`src/rtl/pc_sequencer_pkg.sv`:
```
// ============================================================================
// pc_sequencer_pkg : shared state encoding, opcode and condition-code constants
// Rev 1.0
// ============================================================================
`default_nettype none

package pc_sequencer_pkg;

    typedef enum logic [2:0] {
        ST_IDLE   = 3'd0,
        ST_FETCH  = 3'd1,
        ST_EXEC   = 3'd2,
        ST_BRANCH = 3'd3,
        ST_HALT   = 3'd4
    } state_t;

    localparam logic [1:0] CLASS_BRANCH = 2'b11;

    localparam logic [2:0] CC_NEVER  = 3'b000;
    localparam logic [2:0] CC_EQ     = 3'b001;
    localparam logic [2:0] CC_LT     = 3'b010;
    localparam logic [2:0] CC_LE     = 3'b011;
    localparam logic [2:0] CC_ALWAYS = 3'b100;
    localparam logic [2:0] CC_NE     = 3'b101;
    localparam logic [2:0] CC_GE     = 3'b110;
    localparam logic [2:0] CC_GT     = 3'b111;

    localparam logic [7:0] HALT_INSN = 8'hC0;

endpackage

`default_nettype wire

```
`src/rtl/pc_sequencer_if.sv`:
```
// ============================================================================
// pc_sequencer_if : instruction-fetch and datapath-issue handshake bundle
// Rev 1.0
// ============================================================================
`default_nettype none

interface pc_sequencer_if #(
    parameter int ADDR_W = 8,
    parameter int DATA_W = 8
) ();

    logic [ADDR_W-1:0] imem_addr;
    logic              imem_req;
    logic              imem_valid;
    logic [DATA_W-1:0] imem_data;
    logic              exec_valid;
    logic [DATA_W-1:0] exec_instr;
    logic              exec_ready;

    modport master (
        output imem_addr, imem_req, exec_valid, exec_instr,
        input  imem_valid, imem_data, exec_ready
    );

    modport slave (
        input  imem_addr, imem_req, exec_valid, exec_instr,
        output imem_valid, imem_data, exec_ready
    );

endinterface

`default_nettype wire

```
`src/rtl/pc_cond_eval.sv`:
```
// ============================================================================
// pc_cond_eval : branch condition evaluation against a signed operand vs zero
// Rev 1.0
// ============================================================================
`default_nettype none

module pc_cond_eval
    import pc_sequencer_pkg::*;
#(
    parameter int DATA_W = 8
) (
    input  logic [2:0]               code,
    input  logic signed [DATA_W-1:0] value,
    output logic                     taken
);

    logic is_zero;
    logic is_neg;

    assign is_zero = (value == '0);
    assign is_neg  = value[DATA_W-1];

    always_comb begin
        taken = 1'b0;
        unique case (code)
            CC_NEVER:  taken = 1'b0;
            CC_EQ:     taken = is_zero;
            CC_LT:     taken = is_neg;
            CC_LE:     taken = is_neg | is_zero;
            CC_ALWAYS: taken = 1'b1;
            CC_NE:     taken = ~is_zero;
            CC_GE:     taken = ~is_neg;
            CC_GT:     taken = ~is_neg & ~is_zero;
            default:   taken = 1'b0;
        endcase
    end

endmodule

`default_nettype wire

```
`src/rtl/pc_sequencer.sv`:
```
// ============================================================================
// pc_sequencer : program counter and fetch/issue/branch sequencing controller
// Optional feature macro: PC_SEQ_HALT_INSN_EN (decode 8'hC0 as halt)
// Rev 1.0
// ============================================================================
`default_nettype none

module pc_sequencer
    import pc_sequencer_pkg::*;
#(
    parameter int ADDR_W = 8,
    parameter int DATA_W = 8
) (
    input  logic                     clk,
    input  logic                     rst_n,
    input  logic                     run,
    pc_sequencer_if.master           bus,
    input  logic [DATA_W-1:0]        br_target,
    input  logic signed [DATA_W-1:0] br_value,
    output logic [ADDR_W-1:0]        pc,
    output logic                     branch_taken,
    output logic                     halted
);

    state_t            state;
    logic [DATA_W-1:0] ir;
    logic              imem_req;
    logic              exec_valid;
    logic              cond_taken;

    pc_cond_eval #(.DATA_W(DATA_W)) u_cond_eval (
        .code  (ir[2:0]),
        .value (br_value),
        .taken (cond_taken)
    );

    // exec_instr is the instruction register itself, so it cannot move while stalled
    assign bus.imem_addr  = pc;
    assign bus.imem_req   = imem_req;
    assign bus.exec_valid = exec_valid;
    assign bus.exec_instr = ir;

    always_ff @(posedge clk or negedge rst_n) begin
        if (!rst_n) begin
            state        <= ST_IDLE;
            pc           <= '0;
            ir           <= '0;
            imem_req     <= 1'b0;
            exec_valid   <= 1'b0;
            branch_taken <= 1'b0;
            halted       <= 1'b0;
        end else begin
            branch_taken <= 1'b0;
            unique case (state)
                ST_IDLE: begin
                    if (run) begin
                        state    <= ST_FETCH;
                        imem_req <= 1'b1;
                    end
                end
                ST_FETCH: begin
                    if (bus.imem_valid) begin
                        ir       <= bus.imem_data;
                        imem_req <= 1'b0;
`ifdef PC_SEQ_HALT_INSN_EN
                        if (bus.imem_data == DATA_W'(HALT_INSN)) begin
                            state  <= ST_HALT;
                            halted <= 1'b1;
                        end else
`endif
                        if (bus.imem_data[7:6] == CLASS_BRANCH) begin
                            state <= ST_BRANCH;
                        end else begin
                            state      <= ST_EXEC;
                            exec_valid <= 1'b1;
                        end
                    end
                end
                ST_EXEC: begin
                    if (bus.exec_ready) begin
                        exec_valid <= 1'b0;
                        pc         <= pc + ADDR_W'(1);
                        if (run) begin
                            state    <= ST_FETCH;
                            imem_req <= 1'b1;
                        end else begin
                            state <= ST_IDLE;
                        end
                    end
                end
                ST_BRANCH: begin
                    if (cond_taken) begin
                        pc           <= br_target[ADDR_W-1:0];
                        branch_taken <= 1'b1;
                    end else begin
                        pc <= pc + ADDR_W'(1);
                    end
                    if (run) begin
                        state    <= ST_FETCH;
                        imem_req <= 1'b1;
                    end else begin
                        state <= ST_IDLE;
                    end
                end
                ST_HALT: begin
                    halted <= 1'b1;
                end
                default: begin
                    state <= ST_IDLE;
                end
            endcase
        end
    end

endmodule

`default_nettype wire

```
`src/flat_wrapper.sv`:
```
// flat-port wrapper written by rule: the top's interface ports become plain ports
module pc_sequencer_flat import pc_sequencer_pkg::*;
#(
    parameter int ADDR_W = 8,
    parameter int DATA_W = 8
)
  (clk, rst_n, run, br_target, br_value, pc, branch_taken, halted, bus_imem_addr, bus_imem_req, bus_exec_valid, bus_exec_instr, bus_imem_valid, bus_imem_data, bus_exec_ready);
  pc_sequencer_if #(.ADDR_W(ADDR_W), .DATA_W(DATA_W)) bus_i ();
  input  logic clk;
  input  logic rst_n;
  input  logic run;
  input  logic [DATA_W-1:0] br_target;
  input  logic signed [DATA_W-1:0] br_value;
  output logic [ADDR_W-1:0] pc;
  output logic branch_taken;
  output logic halted;
  output wire logic [$bits(bus_i.imem_addr)-1:0] bus_imem_addr;
  output wire logic [$bits(bus_i.imem_req)-1:0] bus_imem_req;
  output wire logic [$bits(bus_i.exec_valid)-1:0] bus_exec_valid;
  output wire logic [$bits(bus_i.exec_instr)-1:0] bus_exec_instr;
  input wire logic [$bits(bus_i.imem_valid)-1:0] bus_imem_valid;
  input wire logic [$bits(bus_i.imem_data)-1:0] bus_imem_data;
  input wire logic [$bits(bus_i.exec_ready)-1:0] bus_exec_ready;
  assign bus_imem_addr = bus_i.imem_addr;
  assign bus_imem_req = bus_i.imem_req;
  assign bus_exec_valid = bus_i.exec_valid;
  assign bus_exec_instr = bus_i.exec_instr;
  assign bus_i.imem_valid = bus_imem_valid;
  assign bus_i.imem_data = bus_imem_data;
  assign bus_i.exec_ready = bus_exec_ready;
  pc_sequencer #(.ADDR_W(ADDR_W), .DATA_W(DATA_W)) u_core (.clk(clk), .rst_n(rst_n), .run(run), .bus(bus_i), .br_target(br_target), .br_value(br_value), .pc(pc), .branch_taken(branch_taken), .halted(halted));
endmodule
```
`config.mk`:
```
export PLATFORM = sky130hd
export DESIGN_NAME = pc_sequencer_flat
export DESIGN_NICKNAME = d
export VERILOG_FILES = /design/src/rtl/pc_sequencer_pkg.sv /design/src/rtl/pc_sequencer_if.sv /design/src/rtl/pc_cond_eval.sv /design/src/rtl/pc_sequencer.sv /design/src/flat_wrapper.sv
export SDC_FILE = /design/constraint.sdc
export NUM_CORES = 1
export LEC_CHECK = 0
export CAP_MARGIN = 20
export CELL_PAD_IN_SITES_DETAIL_PLACEMENT = 2
export CELL_PAD_IN_SITES_GLOBAL_PLACEMENT = 2
export CORE_MARGIN = 2
export CORE_UTILIZATION = 20
export CTS_BUF_LIST = sky130_fd_sc_hd__clkbuf_4 sky130_fd_sc_hd__clkbuf_8 sky130_fd_sc_hd__clkbuf_16
export CTS_CLUSTER_DIAMETER = 60
export DETAILED_ROUTE_END_ITERATION = 16
export PLACE_DENSITY = 0.73
export SYNTH_ARGS = -nofsm -noshare
export SYNTH_HDL_FRONTEND = slang
export SYNTH_SLANG_ARGS = --single-unit
```
`constraint.sdc`:
```
create_clock -name clk -period 1.7 [get_ports clk]
set_input_delay 0.17 -clock clk [delete_from_list [all_inputs] [get_ports clk]]
set_output_delay 0.17 -clock clk [all_outputs]
set_load 0.05 [all_outputs]
```
After elaboration in Yosys (flattened, before gate mapping)
Cells that the tools add are included.
{"block": "totals", "reg_bits": 23, "inputBits": 29, "output_inout_bits": 28, "elab_cells": 61}
{"block": "classes", "addsub": 1, "n_eq_ne": 16, "muxes": 20, "n_bitwise": 5, "n_reduce_logical": 12}
{"operator": "$mux W8", "n": 2}
{"operator": "$pmux W8 S2", "n": 1}
{"operator": "$eq A3 B3 Y1 const B", "n": 5}
{"operator": "$pmux W3 S5", "n": 1}
{"operator": "$eq A3 B2 Y1 const B", "n": 4}
{"operator": "$mux W1", "n": 10}
{"operator": "$mux W3", "n": 3}
{"operator": "$add A8 B1 Y8 const B", "n": 1}
{"operator": "$logic_not A8 Y1", "n": 1}
{"operator": "$ne A2 B2 Y1 const B", "n": 4}
{"operator": "$pmux W1 S8", "n": 1}
{"operator": "$reduce_and A4 Y1", "n": 2}
{"operator": "$eq A3 B1 Y1 const B", "n": 2}
{"operator": "$logic_not A3 Y1", "n": 2}
{"operator": "$reduce_and A2 Y1", "n": 2}
{"operator": "$reduce_bool A2 Y1", "n": 2}
{"operator": "$not A1 Y1", "n": 3}
{"operator": "$pmux W1 S3", "n": 1}
{"operator": "$reduce_and A3 Y1", "n": 1}
{"operator": "$reduce_bool A3 Y1", "n": 1}
{"operator": "$eq A2 B2 Y1 const B", "n": 1}
{"operator": "$pmux W1 S2", "n": 1}
{"operator": "$reduce_or A2 Y1", "n": 1}
{"operator": "$and A1 B1 Y1", "n": 1}
{"operator": "$or A1 B1 Y1", "n": 1}

Longest topological paths before layout
Gate-level depths: netlist (run 1).
{"block": "logic_depth", "word_depth": 6, "mapped_depth": 8, "mapped_depth_nobuf": 6}

By module
Synthesis (run 1) repeated with hierarchy kept, for this count alone.
{"block": "hier_totals", "cells_unflattened": 110, "hier_area_um2": 1132.3}
{"mod": "pc_sequencer", "instances": 1, "cells_per_inst": 105, "area_per_inst_um2": 1091.0, "seq_area_each_um2": 525.5}
{"mod": "pc_cond_eval", "instances": 1, "cells_per_inst": 5, "area_per_inst_um2": 41.3, "seq_area_each_um2": 0.0}

Worst setup path after synthesis (run 1)
No wires, ideal clock.
{"block": "synth_timing", "path_type": "register -> register", "start": "reg u_core.ir[0], in the netlist u_core.bus.exec_instr[0]", "end": "reg u_core.pc[4], in the netlist u_core.bus.imem_addr[4]", "setup_time_ps": 138, "arrival_ps": 1832, "t_required_ps": 1562, "setup_slack_ps": -271, "stages_incl_launch_ff": 8, "n_path_buf": 2, "period_less_slack_ps": 1971, "cell_sequence": "dfrtp_1 nor4b_2 a21oi_1 or3_1 buf_2 buf_6 o21ai_1 a22oi_1"}
{"block": "synth_between", "elab_chain_len": 4, "elab_cells_between_ends": 11, "classes_between": "eq/ne (7); mux (3); reduce/logical (1)"}
{"element": "from (decl)", "line": "pc_sequencer.sv:26", "source": "logic [DATA_W-1:0] ir;"}
{"element": "from (signal assigned)", "line": "pc_sequencer.sv:63", "source": "ir <= bus.imem_data;"}
{"element": "$eq A3 B3 Y1 (tied with other cells)", "line": "pc_cond_eval.sv:25", "source": "unique case (code)"}
{"element": "$pmux W1 S8 (*)", "line": "pc_cond_eval.sv:25"}
{"element": "$mux W8 (*)", "line": "pc_sequencer.sv:92", "source": "if (cond_taken) begin"}
{"element": "$pmux W8 S2 (*)", "line": "pc_sequencer.sv:54", "source": "unique case (state)"}
{"element": "to (signal assigned)", "line": "pc_sequencer.sv:82", "source": "pc <= pc + ADDR_W'(1);"}
{"element": "to (signal assigned)", "line": "pc_sequencer.sv:93", "source": "pc <= br_target[ADDR_W-1:0];"}
{"element": "to (signal assigned)", "line": "pc_sequencer.sv:96", "source": "pc <= pc + ADDR_W'(1);"}
{"element": "to (decl)", "line": "pc_sequencer.sv:20", "source": "output logic [ADDR_W-1:0] pc,"}
Mark *: on every way between the ends. The rest lies on a longest branch, timed or not.
A chain may end at the register's enable or synchronous reset.

Worst setup path after layout (run 1)
{"block": "layout_timing", "start": "reg u_core.state[0]", "end": "reg u_core.pc[0], in the netlist u_core.bus.imem_addr[0]"}
{"block": "layout_between", "elab_chain_len": 3, "elab_cells_between_ends": 6, "classes_between": "eq/ne (3); mux (1); reduce/logical (2)"}
{"element": "from (decl)", "line": "pc_sequencer.sv:25", "source": "state_t state;"}
{"element": "from (signal assigned)", "line": "pc_sequencer.sv:45", "source": "state <= ST_IDLE;"}
{"element": "from (signal assigned)", "line": "pc_sequencer.sv:57", "source": "state <= ST_FETCH;"}
{"element": "from (signal assigned)", "line": "pc_sequencer.sv:72", "source": "state <= ST_BRANCH;"}
{"element": "$eq A3 B2 Y1", "line": "pc_sequencer.sv:54"}
{"element": "$ne A2 B2 Y1 (no source line) / $reduce_bool A2 Y1 (equally long branches)"}
{"element": "$reduce_and A2 Y1 (no source line)"}
Several ways; a longest one is shown, not always the timed one.

==> results of run 1 <==
[registers in the layout (all words and copies together), names as in the netlist]
signal and count:
u_core.branch_taken 1, u_core.bus.exec_instr 8, u_core.bus.exec_valid 1, u_core.bus.imem_addr 8, u_core.bus.imem_req 1, u_core.state 2
[layout make-up]
cell class,instances,area (um2)
flip-flops and latches,21,528
inverters,7,26.3
clock buffers,3,41.3
well taps,72,90.1
repair buffers,66,611
fillers,626,3710
clock inverters,1,5.00
multi-input cells,72,527
[cells by family (layout without fill, tap and decap cells)]
group                    count (synthesis)  after routing  synth area share
multiplexers                            16             16             0.147
buffers and inverters                   21             77             0.107
AO/OA/AOI/OAI                           24             24             0.121
flip-flops                              21             21             0.454
adder cells (fa/ha/maj)                  1              1            0.0108
other                                    1              1           0.00324
AND/OR/NAND/NOR                         30             30             0.158
[Yosys cell counts]
master    number  area share
nor4bb_1       1      0.0086
mux2_2         8       0.078
buf_2          3       0.013
nor4_2         1       0.011
o21ai_1        1      0.0043
nor2b_1        2       0.011
buf_4          9       0.058
nand2_1        8       0.026
nand4_1        2       0.011
mux2i_1        8       0.069
clkbuf_1       1      0.0032
and3_1         6       0.032
a22oi_1        5       0.032
nand4b_1       2       0.015
a31oi_1        1      0.0054
buf_6          1      0.0097
or3_1          1      0.0054
conb_1         1      0.0032
o22ai_1        1      0.0054
nor3_1         1      0.0043
dfrtp_1       21        0.45
a21oi_1        7       0.030
nor4b_2        1       0.013
o21ai_0        8       0.035
nor2_1         2      0.0065
a221o_1        1      0.0086
nand2b_1       1      0.0054
nand3_1        2      0.0086
ha_1           1       0.011
inv_1          7       0.023
[power groups by stage]
stage	Combinational, mW	Sequential, mW	Clock (mW)
after floorplan	1.09	1.70	0
after global placement	2.49	0.969	0
after detailed placement	2.55	0.995	0
after CTS	2.59	0.990	0.349
after global routing	2.78	1.04	0.364
final	2.62	0.986	0.332
[critical path, delay by kind of cell (launching register included)]
family                 cells  cell delay [ns]
AND/OR/NAND/NOR            2             0.52
flip-flops                 1             0.39
AO/OA/AOI/OAI              2             0.37
buffers and inverters      2             0.30
[routing by layer]
metal  routed length [um]  up-vias  track usage
li1                     -      508            -
met1                 1450      543        0.136
met2                 1900       38        0.210
met3                  230        0       0.0326
met4                    0        0       0.0102
met5                    0        -            0
[worst max-delay path by stage]
stage | start | endpoint | depth (start not counted)
2_1_floorplan | u_core.bus.exec_instr[0] | u_core.bus.imem_addr[3] | 7
3_3_place_gp | br_value[6] | u_core.bus.imem_addr[0] | 6
3_5_place_dp | br_value[6] | u_core.bus.imem_addr[0] | 6
4_1_cts | u_core.state[1] | u_core.bus.imem_addr[0] | 5
5_1_grt | u_core.state[1] | u_core.bus.imem_addr[0] | 6
6_report | u_core.state[0] | u_core.bus.imem_addr[0] | 6
[what timing repair did]
action,4_1_cts,5_1_grt
buffers inserted,0,2
resized for setup,6,8
pin swaps,3,4
endpoints found under the setup margin,5,8
cloned,1,0
[stage by stage]
stage | setup slack, ns | util | setup TNS, ns | hold WS (ns)
after floorplan | -0.0855 | - | -0.649 | -0.126
after global placement | -0.316 | 0.313 | -1.90 | 0.491
after detailed placement | -0.365 | 0.313 | -2.31 | 0.499
after CTS | 0.000453 | 0.324 | 0 | 0.269
after global routing | -0.0435 | 0.330 | -0.126 | 0.298
final | 0.00380 | 0.330 | 0 | 0.263
==> metrics.txt, run 1 <==
Final HPWL DP=2670 um; Yosys cell types=30; die height=between 80 and 90 um; ANT cells=0; Overall Power=about 3.9 mW; Largest stage delay, worst path=approximately 0.42 ns; unrepaired setup endpoints after global routing=true; WL final=about 3600 um; DR WL/cell=~15 um; #FFs+latches synth=21; Initial Util=0.209; initial drt markers=13; peak supply drop=approximately 950 uV; worst path cell trace=buf_4 > nand4b_1 > a21oi_1 > or3_4 > buf_6 > a221o_1; Switch Pwr=2.06 mW; Critical Path RT=1.85 ns; Crit. End Element=flip-flop; synth warn=0; P_int=around 1.9 mW; Mapped Nets=between 100 and 150; combinational group share of total power=0.665; Area Growth Syn to Fin=57.8%; Crit Reg-Reg Endpoint=u_core.bus.imem_addr[0]; number of H-tree levels=1; CTS Sinks=21; share of cells above drive strength 1=0.294; commonest non-fill, non-tap cell in the layout=clkdlybuf4s50_1; Placer Congestion=just over 0.7; die area=approximately 0.0064 mm2; kind of critical path=flip-flop to flip-flop; Final Hold Fails=0; Num CTS Buffers=3; Worst-Margin Slew=around 0.51 ns; GRT Overall Usage=0.114; Avg Cell Area, Syn=~10 um2; Pleak=around 0.8 nW; max_slew headroom=0.662; power density over the cells=2150 mW/mm2; Clk pwr share=0.084; mapped cell area=~0.0012 mm2; vias in the first global route=about 1200; fin area=0.00183 mm2; clock tree from TritonCTS=done; Hold Path Class=primary input to async pin; # IOs=between 50 and 60; 1st-pass router iterations=2; # rows=27; Worst EP arrival=roughly 1.8 ns; Critical Path Fanout Max=8; fmax=roughly 600 MHz; DR DRC count=0; Pins Over Slew Limit=0; hold_buf cts=0; Tcrit/Tclk final=0.998; Clock Tree Root=clkbuf_8; initial antenna violation count=0; Period minus WS final=1.70 ns; CP max stage cell=or3_4; GRT overflow=0; Clock Skews=between 0.001 and 0.0015 ns; placed instance area=about 0.0017 mm2; ANT nets after route=0; Net Sw Frac=0.523; post-synthesis sequential area ratio=0.454; most frequent cells in the layout=clkdlybuf4s50_1 (30), buf_4 (28), dfrtp_1 (19); Core Area=~0.0055 mm2; setup violators final=0; max-cap violations=0; status=finished, final reports clean; Non-Filler Instances=between 200 and 250; R2R depth=6; pin count of the biggest net entering global routing=22; worst skew pair latency=around 0.26 ns; setup slack, reg-to-reg=roughly 0.0038 ns; R2R Path Start=u_core.state[0]; port bufs=55; Max Buffers Root-to-Sink=2; Startpoint Class=flip-flop; DR vias=1089; Syn Inst Count=about 110; Placed Cells=235; first-pass GRT wire length=between 5000 and 6000 um; Nets=between 200 and 250; vias per cell=~4.5; clk slew on worst S/H paths=approximately 0.08 ns; Reg power frac=0.250; Die Wd=80.1 um
No activity file was read; power rests on OpenSTA's default activity.
==> run 2, diff against run 1 <==
--- a/config.mk
+++ b/config.mk
@@ -8,7 +8,7 @@
 export CAP_MARGIN = 20
 export CELL_PAD_IN_SITES_DETAIL_PLACEMENT = 2
 export CELL_PAD_IN_SITES_GLOBAL_PLACEMENT = 2
-export CORE_MARGIN = 2
+export CORE_MARGIN = 4
 export CORE_UTILIZATION = 20
 export CTS_BUF_LIST = sky130_fd_sc_hd__clkbuf_4 sky130_fd_sc_hd__clkbuf_8 sky130_fd_sc_hd__clkbuf_16
 export CTS_CLUSTER_DIAMETER = 60
@@ -17,3 +17,4 @@
 export SYNTH_ARGS = -nofsm -noshare
 export SYNTH_HDL_FRONTEND = slang
 export SYNTH_SLANG_ARGS = --single-unit
+export TNS_END_PERCENT = 10
==> run 2 against run 1 <==
Effect of this change:
- count of clock-buffer cells in the layout unchanged
- sequential share of layout area up 0.73 points
- register-to-register slack about the same
- global-route usage down 1.2 points
- first-iteration DRC count up 92%
- largest cell class unchanged
- largest power group unchanged
==> metrics.txt, run 2 (synthesis gave the netlist of run 1 again) <==
worst skew pair latency=0.26 ns; Placer Congestion=about 0.74; pin count of the biggest net entering global routing=22; Area Growth Syn to Fin=53.9%; kind of critical path=flip-flop to flip-flop; Critical Path Fanout Max=3; 1st-pass router iterations=2; # IOs=57; Num CTS Buffers=3; fin area=0.00178 mm2; vias in the first global route=~1200; most frequent cells in the layout=clkdlybuf4s50_1 (30), buf_4 (25), dfrtp_1 (19); GRT Overall Usage=0.102; DR WL/cell=about 15 um; share of cells above drive strength 1=0.277; Overall Power=approximately 3.9 mW; port bufs=55; Max Used Layer=met3; die height=84.1 um; Clock Tree Root=clkbuf_8; CTS Sinks=21; R2R depth=5; max_slew headroom=0.652; ANT cells=0; fmax=roughly 590 MHz; Worst EP arrival=around 1.8 ns; setup TNS=0 ns; DR vias=between 1000 and 1500; routed wl met2=approximately 1800 um; WL final=3560 um; die area=~0.0071 mm2; first-pass GRT wire length=6070 um; setup slack, reg-to-reg=~0.009 ns; initial drt markers=25; Pins Over Slew Limit=0; Nets=approximately 200; Crit Reg-Reg Endpoint=u_core.bus.imem_addr[0]; DR DRC count=0; met3 routed WL=roughly 340 um; Placed Cells=between 200 and 250; fin util=0.320; Non-Filler Instances=roughly 240; Pleak=slightly below 0.8 nW; placed instance area=roughly 0.0017 mm2; Crit. End Element=flip-flop; commonest non-fill, non-tap cell in the layout=clkdlybuf4s50_1; clk slew on worst S/H paths=0.08 ns; Routed met1 length=around 1400 um; initial antenna violation count=0; Clock Skews=roughly 0.0030 ns; Final HPWL DP=2860 um; setup violators final=0; hold_buf cts=0; unrepaired setup endpoints after global routing=true; status=finished, final reports clean; Max Buffers Root-to-Sink=2; Critical Path RT=~1.9 ns; Hold Path Class=primary input to async pin; # rows=27; max-cap violations=0; number of H-tree levels=1; clock tree from TritonCTS=done; Worst-Margin Slew=just over 0.5 ns; Die Wd=approximately 84 um; Period minus WS final=between 1.5 and 2 ns; Core Area=about 0.0056 mm2; peak supply drop=~920 uV; Tcrit/Tclk final=0.995; R2R Path Start=u_core.bus.exec_instr[0]; ANT nets after route=0; GRT overflow=0; power density over the cells=approximately 2200 mW/mm2; Final Hold Fails=0; vias per cell=approximately 4.5; Startpoint Class=flip-flop; fillers=about 640; Initial Util=0.208
==> run 2: how the worst max path moves through the flow <==
stage,from,to,slack [ns],depth (start not counted)
after floorplan,u_core.bus.exec_instr[0],u_core.bus.imem_addr[3],-0.09,7
after global placement,br_value[3],u_core.bus.imem_addr[6],-0.28,7
after detailed placement,br_value[3],u_core.bus.imem_addr[7],-0.36,7
after CTS,br_value[1],u_core.bus.imem_addr[0],0.005,6
after global routing,u_core.bus.exec_instr[0],u_core.bus.imem_addr[0],-0.06,5
final,u_core.bus.exec_instr[0],u_core.bus.imem_addr[0],0.009,5
==> run 2: critical path, cell delays in order, from the launching register on <==
cell and delay [ns]:
dfrtp_2 0.42, nor4b_4 0.13, and3_1 0.16, or3_4 0.40, buf_4 0.15, a221o_1 0.32
==> run 2: area by class of cell <==
| class | instances | area [um2] | share of cell area |
|---|---|---|---|
| Timing Repair Buffer | 62 | 566 | 0.317 |
| Sequential cell | 21 | 528 | 0.296 |
| Multi-Input combinational cell | 72 | 527 | 0.295 |
| Tap cell | 72 | 90.1 | 0.0505 |
| Clock buffer | 3 | 41.3 | 0.0232 |
| Inverter | 7 | 26.3 | 0.0147 |
| Clock inverter | 1 | 5.00 | 0.00281 |
==> run 2: repair_timing <==
action | CTS | global route
pin swaps | 4 | 3
setup buffers | 0 | 0
setup endpoints to repair | 8 | 8
gates resized for setup | 9 | 6
==> run 2: metal layers <==
metal / track usage / vias up
li1: - / 501
met1: 0.124 / 526
met2: 0.181 / 43
met3: 0.0405 / 0
met4: 0 / 0
met5: 0 / -
==> run 2: metrics by stage <==
step | hold slack, ns | setup WS, ns
floorplan | -0.126 | -0.0855
global placement | 0.492 | -0.278
detailed placement | 0.500 | -0.359
CTS | 0.270 | 0.00539
global route | 0.299 | -0.0585
finish | 0.269 | 0.00919
==> run 2: power by group <==
group	internal, mW	switching, mW
registers	0.746	0.254
logic	0.894	1.63
clock network	0.163	0.166
